## config.mk

```make
export PLATFORM = sky130hd
export DESIGN_NAME = ps2_host_tx_flat
export DESIGN_NICKNAME = d
export VERILOG_FILES = /design/src/rtl/ps2_host_tx_if.sv /design/src/rtl/ps2_host_tx.sv /design/src/flat_wrapper.sv
export SDC_FILE = /design/constraint.sdc
export NUM_CORES = 1
export LEC_CHECK = 0
export BUFFER_PORTS_ARGS = -buffer_cell sky130_fd_sc_hd__buf_2
export CORE_UTILIZATION = 32
export DETAILED_ROUTE_END_ITERATION = 6
export GPL_TIMING_DRIVEN = 0
export REMOVE_ABC_BUFFERS = 1
export SYNTH_ARGS = -nofsm -noshare
export SYNTH_HDL_FRONTEND = slang
export SYNTH_SLANG_ARGS = --single-unit
```

## constraint.sdc

```tcl
create_clock -name clk -period 6.3 [get_ports clk]
set_input_delay 1.26 -clock clk [delete_from_list [all_inputs] [get_ports clk]]
set_output_delay 1.26 -clock clk [all_outputs]
set_load 0.02 [all_outputs]
```

## src/rtl/ps2_host_tx_if.sv

```systemverilog
// Host-to-device PS/2 transmit bundle: command handshake, raw line levels and
// open-drain enables. The slave modport is the transmitter's view.
interface ps2_host_tx_if;
  logic       tx_start;
  logic [7:0] tx_data;
  logic       ps2_clk_in;
  logic       ps2_data_in;
  logic       ps2_clk_oe;
  logic       ps2_data_oe;
  logic       tx_busy;
  logic       tx_done;
  logic       tx_ack_err;
  logic       tx_timeout;

  modport slave (
    input  tx_start, tx_data, ps2_clk_in, ps2_data_in,
    output ps2_clk_oe, ps2_data_oe, tx_busy, tx_done, tx_ack_err, tx_timeout
  );

  modport master (
    output tx_start, tx_data, ps2_clk_in, ps2_data_in,
    input  ps2_clk_oe, ps2_data_oe, tx_busy, tx_done, tx_ack_err, tx_timeout
  );
endinterface

```

## src/rtl/ps2_host_tx.sv

```systemverilog
// PS/2 host-to-device command transmitter (inhibit, start, 8 data LSB-first,
// odd parity, stop, ACK). Define PS2_TX_TIMEOUT_EN to add the line watchdog.
module ps2_host_tx #(
  parameter int INHIBIT_CYCLES = 10000,
  parameter int TIMEOUT_CYCLES = 2000000
) (
  input  logic          clk,
  input  logic          rst,
  ps2_host_tx_if.slave  bus
);

  typedef enum logic [2:0] {
    IDLE, INHIBIT, START, SHIFT, PARITY, STOP, ACK, WAIT_IDLE
  } state_t;

  localparam int INH_W = (INHIBIT_CYCLES > 1) ? $clog2(INHIBIT_CYCLES) : 1;
  localparam logic [INH_W-1:0] INH_LAST = INH_W'(INHIBIT_CYCLES - 1);

  state_t           state_reg, state_next;
  logic [INH_W-1:0] inh_cnt_reg, inh_cnt_next;
  logic [2:0]       bit_cnt_reg, bit_cnt_next;
  logic [7:0]       data_reg, data_next;
  logic             parity_reg, parity_next;
  logic             ack_lat_reg, ack_lat_next;
  logic             busy_reg, busy_next;
  logic             done_reg, done_next;
  logic             ack_err_reg, ack_err_next;
  logic             clk_oe_reg, clk_oe_next;
  logic             data_oe_reg, data_oe_next;
  logic             timeout_next;

  // Index 0 = PS/2 clock, index 1 = PS/2 data; both idle high.
  logic [1:0] line_in;
  logic [1:0] sync_meta_reg;
  logic [1:0] sync_reg;
  logic       clk_prev_reg;
  logic       clk_sync, data_sync, fall;

  assign line_in = {bus.ps2_data_in, bus.ps2_clk_in};

  generate
    for (genvar gi = 0; gi < 2; gi++) begin : g_sync
      always_ff @(posedge clk or posedge rst) begin
        if (rst) begin
          sync_meta_reg[gi] <= 1'b1;
          sync_reg[gi]      <= 1'b1;
        end else begin
          sync_meta_reg[gi] <= line_in[gi];
          sync_reg[gi]      <= sync_meta_reg[gi];
        end
      end
    end
  endgenerate

  assign clk_sync  = sync_reg[0];
  assign data_sync = sync_reg[1];
  assign fall      = clk_prev_reg & ~clk_sync;

`ifdef PS2_TX_TIMEOUT_EN
  localparam int WD_W = (TIMEOUT_CYCLES > 1) ? $clog2(TIMEOUT_CYCLES) : 1;
  localparam logic [WD_W-1:0] WD_LAST = WD_W'(TIMEOUT_CYCLES - 1);

  logic [WD_W-1:0] wd_cnt_reg, wd_cnt_next;
  logic            timeout_reg;
  logic            wd_active;

  assign wd_active = (state_reg != IDLE) && (state_reg != INHIBIT);
`endif

  always_comb begin
    state_next   = state_reg;
    inh_cnt_next = inh_cnt_reg;
    bit_cnt_next = bit_cnt_reg;
    data_next    = data_reg;
    parity_next  = parity_reg;
    ack_lat_next = ack_lat_reg;
    busy_next    = busy_reg;
    done_next    = 1'b0;
    ack_err_next = 1'b0;
    timeout_next = 1'b0;
    clk_oe_next  = 1'b0;
    data_oe_next = 1'b0;

    case (state_reg)
      IDLE: begin
        if (bus.tx_start) begin
          data_next    = bus.tx_data;
          parity_next  = ~^bus.tx_data;
          inh_cnt_next = '0;
          bit_cnt_next = '0;
          ack_lat_next = 1'b0;
          busy_next    = 1'b1;
          state_next   = INHIBIT;
        end
      end
      INHIBIT: begin
        if (inh_cnt_reg == INH_LAST) state_next = START;
        else inh_cnt_next = inh_cnt_reg + INH_W'(1);
      end
      START: if (fall) state_next = SHIFT;
      SHIFT: begin
        if (fall) begin
          if (bit_cnt_reg == 3'd7) state_next = PARITY;
          else bit_cnt_next = bit_cnt_reg + 3'd1;
        end
      end
      PARITY: if (fall) state_next = STOP;
      STOP: begin
        // Edge 11: the device holds data low to acknowledge.
        if (fall) begin
          ack_lat_next = data_sync;
          state_next   = ACK;
        end
      end
      ACK: if (clk_sync) state_next = WAIT_IDLE;
      WAIT_IDLE: begin
        if (clk_sync && data_sync) begin
          done_next    = 1'b1;
          ack_err_next = ack_lat_reg;
          busy_next    = 1'b0;
          state_next   = IDLE;
        end
      end
      default: state_next = IDLE;
    endcase

`ifdef PS2_TX_TIMEOUT_EN
    wd_cnt_next = (!wd_active || fall) ? '0 : wd_cnt_reg + WD_W'(1);
    if (wd_active && (wd_cnt_reg == WD_LAST)) begin
      done_next    = 1'b1;
      ack_err_next = 1'b0;
      timeout_next = 1'b1;
      busy_next    = 1'b0;
      state_next   = IDLE;
    end
`endif

    // Line enables are registered from the next state so the pads never glitch.
    case (state_next)
      INHIBIT: begin
        clk_oe_next  = 1'b1;
        data_oe_next = (inh_cnt_next == INH_LAST);
      end
      START:   data_oe_next = 1'b1;
      SHIFT:   data_oe_next = ~data_next[bit_cnt_next];
      PARITY:  data_oe_next = ~parity_next;
      default: data_oe_next = 1'b0;
    endcase
  end

  always_ff @(posedge clk or posedge rst) begin
    if (rst) begin
      state_reg    <= IDLE;
      inh_cnt_reg  <= '0;
      bit_cnt_reg  <= '0;
      data_reg     <= '0;
      parity_reg   <= 1'b0;
      ack_lat_reg  <= 1'b0;
      busy_reg     <= 1'b0;
      done_reg     <= 1'b0;
      ack_err_reg  <= 1'b0;
      clk_oe_reg   <= 1'b0;
      data_oe_reg  <= 1'b0;
      clk_prev_reg <= 1'b1;
    end else begin
      state_reg    <= state_next;
      inh_cnt_reg  <= inh_cnt_next;
      bit_cnt_reg  <= bit_cnt_next;
      data_reg     <= data_next;
      parity_reg   <= parity_next;
      ack_lat_reg  <= ack_lat_next;
      busy_reg     <= busy_next;
      done_reg     <= done_next;
      ack_err_reg  <= ack_err_next;
      clk_oe_reg   <= clk_oe_next;
      data_oe_reg  <= data_oe_next;
      clk_prev_reg <= clk_sync;
    end
  end

`ifdef PS2_TX_TIMEOUT_EN
  always_ff @(posedge clk or posedge rst) begin
    if (rst) begin
      wd_cnt_reg  <= '0;
      timeout_reg <= 1'b0;
    end else begin
      wd_cnt_reg  <= wd_cnt_next;
      timeout_reg <= timeout_next;
    end
  end

  assign bus.tx_timeout = timeout_reg;
`else
  // Always 0; written as a parameter expression so the watchdog limit stays referenced.
  assign bus.tx_timeout = (TIMEOUT_CYCLES < 0) & timeout_next;
`endif

  assign bus.ps2_clk_oe  = clk_oe_reg;
  assign bus.ps2_data_oe = data_oe_reg;
  assign bus.tx_busy     = busy_reg;
  assign bus.tx_done     = done_reg;
  assign bus.tx_ack_err  = ack_err_reg;

endmodule

```

## src/flat_wrapper.sv

```systemverilog
// flat-port wrapper written by rule: the top's interface ports become plain ports
module ps2_host_tx_flat 
#(
  parameter int INHIBIT_CYCLES = 10000,
  parameter int TIMEOUT_CYCLES = 2000000
)
  (clk, rst, bus_tx_start, bus_tx_data, bus_ps2_clk_in, bus_ps2_data_in, bus_ps2_clk_oe, bus_ps2_data_oe, bus_tx_busy, bus_tx_done, bus_tx_ack_err, bus_tx_timeout);
  ps2_host_tx_if bus_i ();
  input  logic clk;
  input  logic rst;
  input wire logic [$bits(bus_i.tx_start)-1:0] bus_tx_start;
  input wire logic [$bits(bus_i.tx_data)-1:0] bus_tx_data;
  input wire logic [$bits(bus_i.ps2_clk_in)-1:0] bus_ps2_clk_in;
  input wire logic [$bits(bus_i.ps2_data_in)-1:0] bus_ps2_data_in;
  output wire logic [$bits(bus_i.ps2_clk_oe)-1:0] bus_ps2_clk_oe;
  output wire logic [$bits(bus_i.ps2_data_oe)-1:0] bus_ps2_data_oe;
  output wire logic [$bits(bus_i.tx_busy)-1:0] bus_tx_busy;
  output wire logic [$bits(bus_i.tx_done)-1:0] bus_tx_done;
  output wire logic [$bits(bus_i.tx_ack_err)-1:0] bus_tx_ack_err;
  output wire logic [$bits(bus_i.tx_timeout)-1:0] bus_tx_timeout;
  assign bus_i.tx_start = bus_tx_start;
  assign bus_i.tx_data = bus_tx_data;
  assign bus_i.ps2_clk_in = bus_ps2_clk_in;
  assign bus_i.ps2_data_in = bus_ps2_data_in;
  assign bus_ps2_clk_oe = bus_i.ps2_clk_oe;
  assign bus_ps2_data_oe = bus_i.ps2_data_oe;
  assign bus_tx_busy = bus_i.tx_busy;
  assign bus_tx_done = bus_i.tx_done;
  assign bus_tx_ack_err = bus_i.tx_ack_err;
  assign bus_tx_timeout = bus_i.tx_timeout;
  ps2_host_tx #(.INHIBIT_CYCLES(INHIBIT_CYCLES), .TIMEOUT_CYCLES(TIMEOUT_CYCLES)) u_core (.clk(clk), .rst(rst), .bus(bus_i));
endmodule
```

; ---- Word-level counts from Yosys, hierarchy flattened
; Cells that the tools add are included.
[word_totals]
reg_bits = 40
latchBits = 0
mem_bits_rw = 0
mem_bits_ro = 0
in_bits = 13
out_inout_bits = 6
wordCells = 82
mem_count = 0
[classes]
addsub = 2
mul = 0
n_div = 0
order_cmp = 1
n_eq_ne = 17
shifts = 0
mux = 35
bitwise = 4
reduce_logical = 7
[op_table]
columns = cell, n
row1 = 3-bit two-way mux, 12
row2 = "14-bit == test, second input constant", 2
row3 = 14-bit two-way mux, 2
row4 = 14-bit one-hot mux with 2 select lines, 1
row5 = 3-bit one-hot mux with 8 select lines, 1
row6 = "3-bit == test, second input constant", 6
row7 = 8-bit two-way mux, 2
row8 = "14-bit by 1-bit adder with 14-bit output, second input constant", 1
row9 = "3-bit by 2-bit == test with 1-bit output, second input constant", 4
row10 = 1-bit two-way mux, 12
row11 = 8-bit XNOR reduction, 1
row12 = "3-bit by 1-bit == test with 1-bit output, second input constant", 2
row13 = 3-bit one-hot mux with 2 select lines, 1
row14 = 3-bit AND reduction, 2
row15 = "3-bit by 4-bit less-than comparator with 1-bit output, second input constant", 1
row16 = "2-bit by 1-bit != test with 1-bit output, second input constant", 2
row17 = 1-bit one-hot mux with 2 select lines, 2
row18 = 1-bit one-hot mux with 4 select lines, 1
row19 = 2-bit nonzero test, 2
row20 = "3-bit by 1-bit adder with 3-bit output, second input constant", 1
row21 = 1-bit binary-select mux with 3-bit select, 1
row22 = 3-bit logical NOT, 1
row23 = 1-bit NOT, 3
row24 = "2-bit != test, second input constant", 1
row25 = 2 further kinds, 2

; ---- Logic depth before layout (Yosys ltp)
[depth]
ltp_word = 8
depth_mapped = 9
depth_no_buf = 8

; ---- Least setup slack after synthesis
; No wires, ideal clock.
[synth_path]
path_kind = in2reg
startpoint = input port bus_tx_start
endpoint = register u_core.data_oe_reg (netlist: u_core.bus.ps2_data_oe)
setup_time_ns = 0.064
arrival_time_ns = 2.816
required_ns = 6.236
slack_ns = 3.420
cell_stages = 8
path_buffers = 1
cell_sequence = or4b_4 > buf_6 > o311a_4 > or2_4 > o311ai_1 > o211ai_1 > a21oi_1 > a21o_1
[synth_between]
elab_chain_len = 6
word_cells_on_any_way = 20
cone_classes = 5 x eq/ne / 13 x mux / 2 x bitwise
[synth_rtl]
columns = item, line_no
row1 = from (decl), flat_wrapper.sv:11  ; input wire logic [$bits(bus_i.tx_start)-1:0] bus_tx_start;
row2 = 3-bit two-way mux, ps2_host_tx.sv:86  ; if (bus.tx_start) begin
row3 = 3-bit one-hot mux with 2 select lines, ps2_host_tx.sv:84  ; case (state_reg)
row4 = net u_core.bit_cnt_next[0], ps2_host_tx.sv:21  ; logic [2:0] bit_cnt_reg, bit_cnt_next;
row5 = 1-bit binary-select mux with 3-bit select, ps2_host_tx.sv:145  ; SHIFT: data_oe_next = ~data_next[bit_cnt_next];
row6 = 1-bit two-way mux (implied by the code), ps2_host_tx.sv:145
row7 = 1-bit NOT, ps2_host_tx.sv:145
row8 = 1-bit one-hot mux with 4 select lines, ps2_host_tx.sv:139  ; case (state_next)
row9 = net u_core.data_oe_next, ps2_host_tx.sv:29  ; logic data_oe_reg, data_oe_next;
row10 = to (signal assigned), ps2_host_tx.sv:176  ; data_oe_reg <= data_oe_next;
row11 = to (decl), ps2_host_tx.sv:29
; The timed path passes the listed nets, and every way through them passes these cells. The select of a mux whose other input is x is not followed.
; A chain may end at the register's enable or synchronous reset.

; ---- Final worst setup path
; Same ends and word-level chain as after synthesis.

==> impl_metrics.yaml <==
run_status:
  status: "finished clean"
timing:
  drv_slew: 0
  setup_viol: 0
  skew_ns: 0.00543
  maxSlewHeadroom: 0.393
  finalCritPeriodShare: 0.473
  period_minus_slack_ns: 2.98
  fin_ws_ns: 3.32
  fin_tns_setup_ns: 0
  timing.hold.ws_ns: 0.358
  fmax_mhz: 335
  finalHoldViolCount: 0
  tightest_slew_ns: 0.906
  rsz0062_at_grt: "no"
synth:
  synthDistinctLibCells: 61
  synth_most_common_cell: "nand2_1"
  synth_edf_count: 0
  synth_compound_area_frac: 0.182
  synth_xor_area_frac: 0.0312
  synth-seq-area-share: 0.449
  synth_adder_area_share: 0.0111
  syn_area_um2: 2240
  synth_top_family_by_area: "simple AND/OR/NAND/NOR gates"
  synth_top_area_share: 0.390
  avgSynthCellArea_um2: 9.12
  synthSimpleGateAreaFrac: 0.263
  synth_common_cells: "nand2_1 (39), dfrtp_1 (35), o21ai_0 (18)"
  yosysWarningCount: 0
  ys_top_cells_by_area: "dfrtp_1 (39%), nand2_1 (6.5%), dfstp_2 (5.9%)"
  synth_seq_cells: 40
  synthesis.instances: 246
  synth_top_flop_cell: "dfrtp_1"
  synth_top_area_cell: "dfrtp_1"
  synthMuxAreaShare: 0.0134
  synthArstFlopShare: 1.00
worst_setup_path:
  worstPathRequired_ns: 6.54
  crit_type: "in -> reg"
  cpMaxStageDelayCell: "or4b_4"
  arrival_ns: 3.22
  cp-start-kind: "input port"
  crit_chain: "buf_2, or4b_4, o311a_4, or2_4, o311ai_1, o211ai_1, a21oi_1, a21o_1"
  end_kind: "register"
  slowest_delay_ns: 0.60
  critPathMaxFanout: 18
cts:
  cts_tree: "yes"
  path_clk_slew_ns: 0.08
  cts_hold_buf: 0
  htree_levels: 2
  cts.sinks: 40
  cts_root_buf: "clkbuf_8"
  cts_resized: 0
  numCtsBuffers: 5
  clock_latency_ns: 0.30
  post_cts_buffers: 0
  clockBufferDepth: 2
drt:
  drc: 0
  routed_via_density: 5.20
  drt_iter0_drc: 85
  wire_per_inst_um: 13.6
  routed_wirelength_um: 4810
  drtPass1Iterations: 4
  vias: 1837
  antenna_left: 0
floorplan:
  die_h_um: 85.8
  start_util: 0.330
  rows: 30
  die-area_um2: 7350
  die_w_um: 85.8
  io_pins: 19
  core_um2: 6790
final_layout:
  largest_reg_flops: 14
  drive_above_1_share: 0.160
  num-fill-cells: 711
  final_nets: 271
  num_antenna_cells: 0
  seqCellArea_um2: 1010
  fin_util: 0.365
  area_delta_synth_final_pct: 10.4
  instances_no_fill: 353
  multi_input_area_um2: 1130
  design_area_um2: 2480
placed_design:
  dpl-instance-area_um2: 2380
  place_ws_ns: 2.99
  place_hpwl_um: 3370
  gp_congestion: 0.806
  io_buffer_count: 17
  dp.cells: 345
grt:
  grt_util_all_layers: 0.144
  grt_max_degree: 41
  overflow: 0
  grt_pass1_wl_um: 8370
  grt_pass1_vias: 1822
  antenna_found_initial: 0
flow_run:
  maxCapViolCount: 0
pwr:
  power_uw: 564
  leakage_nw: 1.03
  power.density_nw_per_um2: 228
  vdd_drop_max_uv: 150
worst_hold_path:
  hold_path_class: "reg -> reg"
layer usage:
metal	vias to the layer above	track usage	wire [um]
li1	910	-	-
met1	877	0.184	2290
met2	41	0.239	2300
met3	9	0.0289	142
met4	0	0.0621	87
met5	-	0	0
critical path: cells and delay by family:
family / cells / cell delay, ns
compound gates: 5 / 0.97
simple gates: 2 / 0.86
buf+inv: 1 / 0.11
cells by family after synthesis:
group	Yosys count
compound gates	60
xor+xnor	8
other cells	1
fa+ha+maj	2
buf+inv	24
flops	40
mux	3
simple gates	108
power by group:
part           leakage (nW)  internal, mW  switching [mW]  total, mW
Sequential            0.474         0.281          0.0302      0.311
Combinational         0.505        0.0325          0.0405     0.0730
Clock                0.0510        0.0875          0.0923      0.180
Total                  1.03         0.401           0.163      0.564
final cells by class:
| type | instances | share of cell area |
|---|---|---|
| multi-input combinational | 182 | 0.458 |
| clock inverter | 2 | 0.00404 |
| inverter | 10 | 0.0152 |
| clock buffer | 6 | 0.0333 |
| timing repair buffer | 17 | 0.0343 |
| sequential | 40 | 0.407 |
| tap | 96 | 0.0485 |
placed cells by master (no fill, tap or decap), drive strengths merged, types with 4 or more instances in the layout:
master / n
nor3: 6
a21oi: 11
and2: 4
nand3: 9
inv: 10
dfstp: 5
buf: 17
nor4: 5
nand4: 4
o21ai: 19
xnor2: 7
dfrtp: 35
clkbuf: 6
nor2: 16
nand2: 39
o211ai: 8
worst paths after layout:
check / cells after the start / from / slack [ns] / to
min in group asynchronous: 2 / rst / 1.12 / u_core.inh_cnt_reg[1]
max in group asynchronous: 2 / rst / 4.65 / u_core.data_reg[5]
worst min register to register: 0 / u_core.sync_meta_reg[0] / 0.36 / u_core.clk_sync
worst max-delay path: 8 / bus_tx_start / 3.32 / u_core.bus.ps2_data_oe
worst min-delay path: 0 / u_core.sync_meta_reg[0] / 0.36 / u_core.clk_sync
worst max register to register: 7 / u_core.state_reg[1] / 3.63 / u_core.bus.ps2_data_oe
Power figures use the tool's default switching activity.
